--- config.mk ---
export PLATFORM = sky130hd
export DESIGN_NAME = proc_io_hub
export DESIGN_NICKNAME = d
export VERILOG_FILES = /design/src/rtl/proc_io_hub.sv
export SDC_FILE = /design/constraint.sdc
export NUM_CORES = 1
export LEC_CHECK = 0
export CAP_MARGIN = 25
export CORE_MARGIN = 4
export CORE_UTILIZATION = 47
export DETAILED_ROUTE_END_ITERATION = 7
export GPL_TIMING_DRIVEN = 0
export PLACE_DENSITY = 0.94
export SYNTH_ARGS = -nofsm -noshare
export SYNTH_HDL_FRONTEND = slang
export SYNTH_SLANG_ARGS = --single-unit
--- constraint.sdc ---
create_clock -name clk -period 3 [get_ports clk]
set_input_delay 0.45 -clock clk [delete_from_list [all_inputs] [get_ports clk]]
set_output_delay 0.45 -clock clk [all_outputs]
set_load 0.05 [all_outputs]
--- src/rtl/proc_io_hub.sv ---
// I/O responder for the processor bus: buffered input channels, handshaked
// output registers, masked fill interrupt and sticky underflow/overflow flags.
module proc_io_hub #(
  parameter int                NUBITS = 16,
  parameter int                NUIOIN = 2,
  parameter int                NUIOOU = 2,
  parameter logic [NUIOIN-1:0] ITRMSK = '0
) (
  input  logic                       clk,
  input  logic                       rst,
  input  logic [NUBITS-1:0]          io_out,
  input  logic [$clog2(NUIOOU)-1:0]  addr_out,
  input  logic                       out_en,
  input  logic [$clog2(NUIOIN)-1:0]  addr_in,
  input  logic                       req_in,
  output logic [NUBITS-1:0]          io_in,
  output logic                       itr,
  input  logic [NUIOIN*NUBITS-1:0]   src_data,
  input  logic [NUIOIN-1:0]          src_valid,
  output logic [NUIOIN-1:0]          src_ready,
  output logic [NUIOOU*NUBITS-1:0]   snk_data,
  output logic [NUIOOU-1:0]          snk_valid,
  input  logic [NUIOOU-1:0]          snk_ready,
  output logic [NUIOIN-1:0]          err_udf,
  output logic [NUIOOU-1:0]          err_ovf,
  input  logic                       err_clr
);

  localparam int AIW = $clog2(NUIOIN);
  localparam int AOW = $clog2(NUIOOU);
  localparam logic [AIW:0] NIN = (AIW+1)'(NUIOIN);
  localparam logic [AOW:0] NOU = (AOW+1)'(NUIOOU);

  logic [NUIOIN-1:0][NUBITS-1:0] in_buf_p1;
  logic [NUIOIN-1:0]             in_full_p1;
  logic [NUIOOU-1:0][NUBITS-1:0] out_reg_p1;
  logic [NUIOOU-1:0]             out_vld_p1;
  logic                          itr_p1;
  logic [NUIOIN-1:0]             err_udf_p1;
  logic [NUIOOU-1:0]             err_ovf_p1;

  logic                          addr_in_ok;
  logic                          addr_out_ok;
  logic [NUIOIN-1:0]             fill;
  logic [NUIOIN-1:0]             consume;
  logic [NUIOIN-1:0]             udf_set;
  logic [NUIOOU-1:0]             wr;
  logic [NUIOOU-1:0]             accept;
  logic [NUIOOU-1:0]             ovf_set;

  always_comb begin
    addr_in_ok  = ({1'b0, addr_in} < NIN);
    addr_out_ok = ({1'b0, addr_out} < NOU);
    fill        = src_valid & ~in_full_p1;
    consume     = '0;
    udf_set     = '0;
    io_in       = '0;
    if (addr_in_ok && in_full_p1[addr_in])
      io_in = in_buf_p1[addr_in];
    if (req_in && addr_in_ok) begin
      if (in_full_p1[addr_in]) consume[addr_in] = 1'b1;
      else                     udf_set[addr_in] = 1'b1;
    end
    wr = '0;
    if (out_en && addr_out_ok)
      wr[addr_out] = 1'b1;
    accept  = out_vld_p1 & snk_ready;
    // A write only overflows if the pending word is not leaving this same edge.
    ovf_set = wr & out_vld_p1 & ~snk_ready;
  end

  // Stage p1: channel state, interrupt and sticky flags
  always_ff @(posedge clk) begin
    if (!rst) begin
      in_buf_p1  <= '0;
      in_full_p1 <= '0;
      out_reg_p1 <= '0;
      out_vld_p1 <= '0;
      itr_p1     <= 1'b0;
      err_udf_p1 <= '0;
      err_ovf_p1 <= '0;
    end else begin
      for (int i = 0; i < NUIOIN; i++)
        if (fill[i]) in_buf_p1[i] <= src_data[i*NUBITS +: NUBITS];
      in_full_p1 <= (in_full_p1 | fill) & ~consume;
      for (int j = 0; j < NUIOOU; j++)
        if (wr[j]) out_reg_p1[j] <= io_out;
      out_vld_p1 <= (out_vld_p1 & ~accept) | wr;
      itr_p1     <= |(fill & ITRMSK);
      // New error events take priority over a coincident clear.
      err_udf_p1 <= (err_clr ? '0 : err_udf_p1) | udf_set;
      err_ovf_p1 <= (err_clr ? '0 : err_ovf_p1) | ovf_set;
    end
  end

  assign src_ready = ~in_full_p1;
  assign snk_data  = out_reg_p1;
  assign snk_valid = out_vld_p1;
  assign itr       = itr_p1;
  assign err_udf   = err_udf_p1;
  assign err_ovf   = err_ovf_p1;

endmodule

==> impl_metrics.toml, run 1 <==
[status]
status = "completed"

[power_and_ir_drop]
pwr-share-clk_pct = 36.1
pwr-share-comb_pct = 19.4
p_int_mw = 1.67
p_seq_share_pct = 44.5
p_leak_nw = 1.71
powerDensity_nw_per_um2 = 520
swShare_pct = 28.0
ir_drop_uv = 357
switchingPower_uw = 652

[yosys]
synth_nets = 416
synth_most_common_cell = "nand2_1"
synth.area.top_cells = "dfxtp_1, nand2_1, a21boi_0"
synth_seq_cells = 72
synth.distinct_cells = 22
netlist.area_leader.share_pct = 47.4
synth_cells = 357
synth_ff_type = "dfxtp_1"
synth_edf_count = 0
yosysTopAreaCell = "dfxtp_1"
postSynthAreaPerCell_sq_um = 8.52
yosysSeqAreaShare_pct = 47.4
async_reset_ff_share_pct = 0
synth_warnings = 0
netlist_top_cells_count = "nand2_1, dfxtp_1, a21boi_0"
syn_area_sq_um = 3040

[setup_path]
path_max_fanout = 10
worst_ep_required_time_ns = 2.55
crit_cells = 4
r2r-end = "in_buf_p1[5]"
critPathLaunchType = "flop"
crit_path_max_incr_delay_ns = 0.82
reg2reg_from = "in_full_p1[0]"
critPathTopFamily = "buffers and inverters"
crit_slowest_cell = "clkdlybuf4s50_1"
startpoint = "in_full_p1[1]"
crit_type = "flop to output port"
arrival_ns = 2.12
crit_chain = "mux2i_4, buf_2, nor2_1, clkdlybuf4s50_1"
end_kind = "output port"
r2r_slack_ns = 1.82
reg2reg_depth = 5
crit_buf_inv = 2

[global_route]
grt_usage_pct = 22.0
grt_pass1_wl_um = 13200
grt_overflow = 0
grt_start_max_net_pins = 14
grt_pass1_vias = 2824
antenna_found_initial = 0

[worst_hold_path]
holdPathStages = 2
hold_class = "flop to flop"
hp-start = "in_buf_p1[14]"
min_to = "in_buf_p1[14]"

[clock_network]
cts_tree = "yes"
h-tree-depth = 3
cts_hold_buf = 0
clock_latency_ns = 0.34
cts_made_buffers = 9
cts.repair.resized = 0
cts_buffer_depth = 2
clockRootBuffer = "clkbuf_8"
cts_setup_buffers = 0
clk_pin_slew_ns = 0.08
clock_sinks = 72

[drt]
drc = 0
wl_um = 8320
drtIter0Drc = 122
ant_nets = 0
routedWlPerCell_um = 14.8
viasPerCell = 4.96
dr.pass1.iters = 6
vias = 2787

[place]
dp.cells = 546
hpwlAfterDp_um = 6260
place_congestion = 0.834
io_buffers = 112

[finish]
layout-drive-gt1-share_pct = 9.48
finalNetCount = 539
multi_input_area_sq_um = 1400
fillers = 482
num_antenna_cells = 0
finalNonFillerCells = 562
postLayoutCoreUtil_pct = 70.9
syn_to_final_growth_pct = 47.2
seq_area_sq_um = 1440

[timing]
setup_tns_ns = 0
finalHoldViolations = 0
final.min_clock_period_ns = 2.57
slew_headroom_pct = 63.5
drv_slew = 0
grt_setup_unrepaired = "no"
setup_viol = 0
post-route-period-util_pct = 85.6
fin_skew_ns = 0.00769
tightest_slew_ns = 0.546
max_freq_mhz = 389

[die]
die_h_um = 88.4
dieArea_sq_um = 7820
rows = 29
initial_core_util_pct = 48.2
core-area_sq_um = 6310
die_w_um = 88.4
pin_count = 116

[run]
maxCapViolations = 0
[power by group through the flow]
stage,sequential [mW],combinational [mW],clock (mW)
floorplan,1.13,0.190,0
global placement,1.05,0.442,0
detailed placement,1.06,0.450,0
CTS,1.04,0.453,0.853
global route,1.04,0.483,0.898
finish,1.04,0.451,0.839
[sequential cells by signal, summed over array words and instances (netlist names)]
register and cells:
in_buf_p1 32, snk_data 32, err_ovf 2, err_udf 2
in_full_p1 2, snk_valid 2
[cells in the final DEF, fill, tap and decap left out, types with 2 or more instances in the layout]
cell,synthesis,final
clkbuf_1,7,7
nor2b_1,5,5
clkdlybuf4s50_1,0,112
nand2_1,130,130
a21boi_1,25,25
dfxtp_1,72,72
bufinv_16,0,2
a21boi_0,32,32
buf_2,7,7
and2_1,5,5
inv_1,6,6
clkinv_2,0,2
clkbuf_8,0,9
a21oi_1,2,2
buf_6,4,4
buf_4,6,6
o22ai_1,4,4
nand2b_1,6,6
nor2_1,16,16
a21boi_2,9,9
mux2i_1,16,16
[cells by family after synthesis]
logic type	after synthesis	synth area share (%)
buf+inv	33	6.62
mux	17	6.01
other cells	1	0.123
flops	72	47.4
simple gates	162	21.3
compound gates	72	18.6
[worst register-to-register path, stage by stage, from the launching register on]
cell and delay [ns]:
dfxtp_1 0.37, nor2b_1 0.12, buf_2 0.22, buf_4 0.21, nand2_1 0.07, a21boi_1 0.12
[layout make-up]
| type | count | share of cell area, % |
|---|---|---|
| clock buffers | 9 | 2.77 |
| clock inverters | 7 | 2.12 |
| flip-flops and latches | 72 | 32.2 |
| well taps | 77 | 2.15 |
| plain buffers | 27 | 4.00 |
| multi-input cells | 252 | 31.2 |
| repair buffers | 112 | 25.0 |
| inverters | 6 | 0.503 |
[layer usage]
| layer | vias up | GRT usage, % | routed length, um |
|---|---|---|---|
| li1 | 1391 | - | - |
| met1 | 1279 | 23.3 | 3240 |
| met2 | 101 | 38.5 | 4110 |
| met3 | 16 | 9.03 | 834 |
| met4 | 0 | 9.48 | 138 |
| met5 | - | 0 | 0 |
[through the flow]
stage               area (sq um)  power [mW]  setup WS [ns]  hold slack (ns)
global route                4480        2.42          0.342            0.470
CTS                         4480        2.34          0.393            0.458
finish                      4480        2.33          0.431            0.457
floorplan                   3040        1.32          0.920            0.434
detailed placement          4260        1.51          0.530            0.446
global placement            4260        1.50          0.566            0.439
[worst max-delay path by stage]
stage	endpoint	slack [ns]
after detailed placement	io_in[14]	0.53
final	io_in[14]	0.43
after CTS	io_in[14]	0.39
after global routing	io_in[8]	0.34
after global placement	io_in[5]	0.57
after floorplan	io_in[10]	0.92
Note: power is estimated with default switching activity, not from simulation.
==> run 2, diff against run 1 <==
--- a/config.mk
+++ b/config.mk
@@ -11,6 +11,7 @@
 export DETAILED_ROUTE_END_ITERATION = 7
 export GPL_TIMING_DRIVEN = 0
 export PLACE_DENSITY = 0.94
+export SLEW_MARGIN = 20
 export SYNTH_ARGS = -nofsm -noshare
 export SYNTH_HDL_FRONTEND = slang
 export SYNTH_SLANG_ARGS = --single-unit
==> results of run 2 <==
Final layout, timing and power as in run 1 (identical DEF).
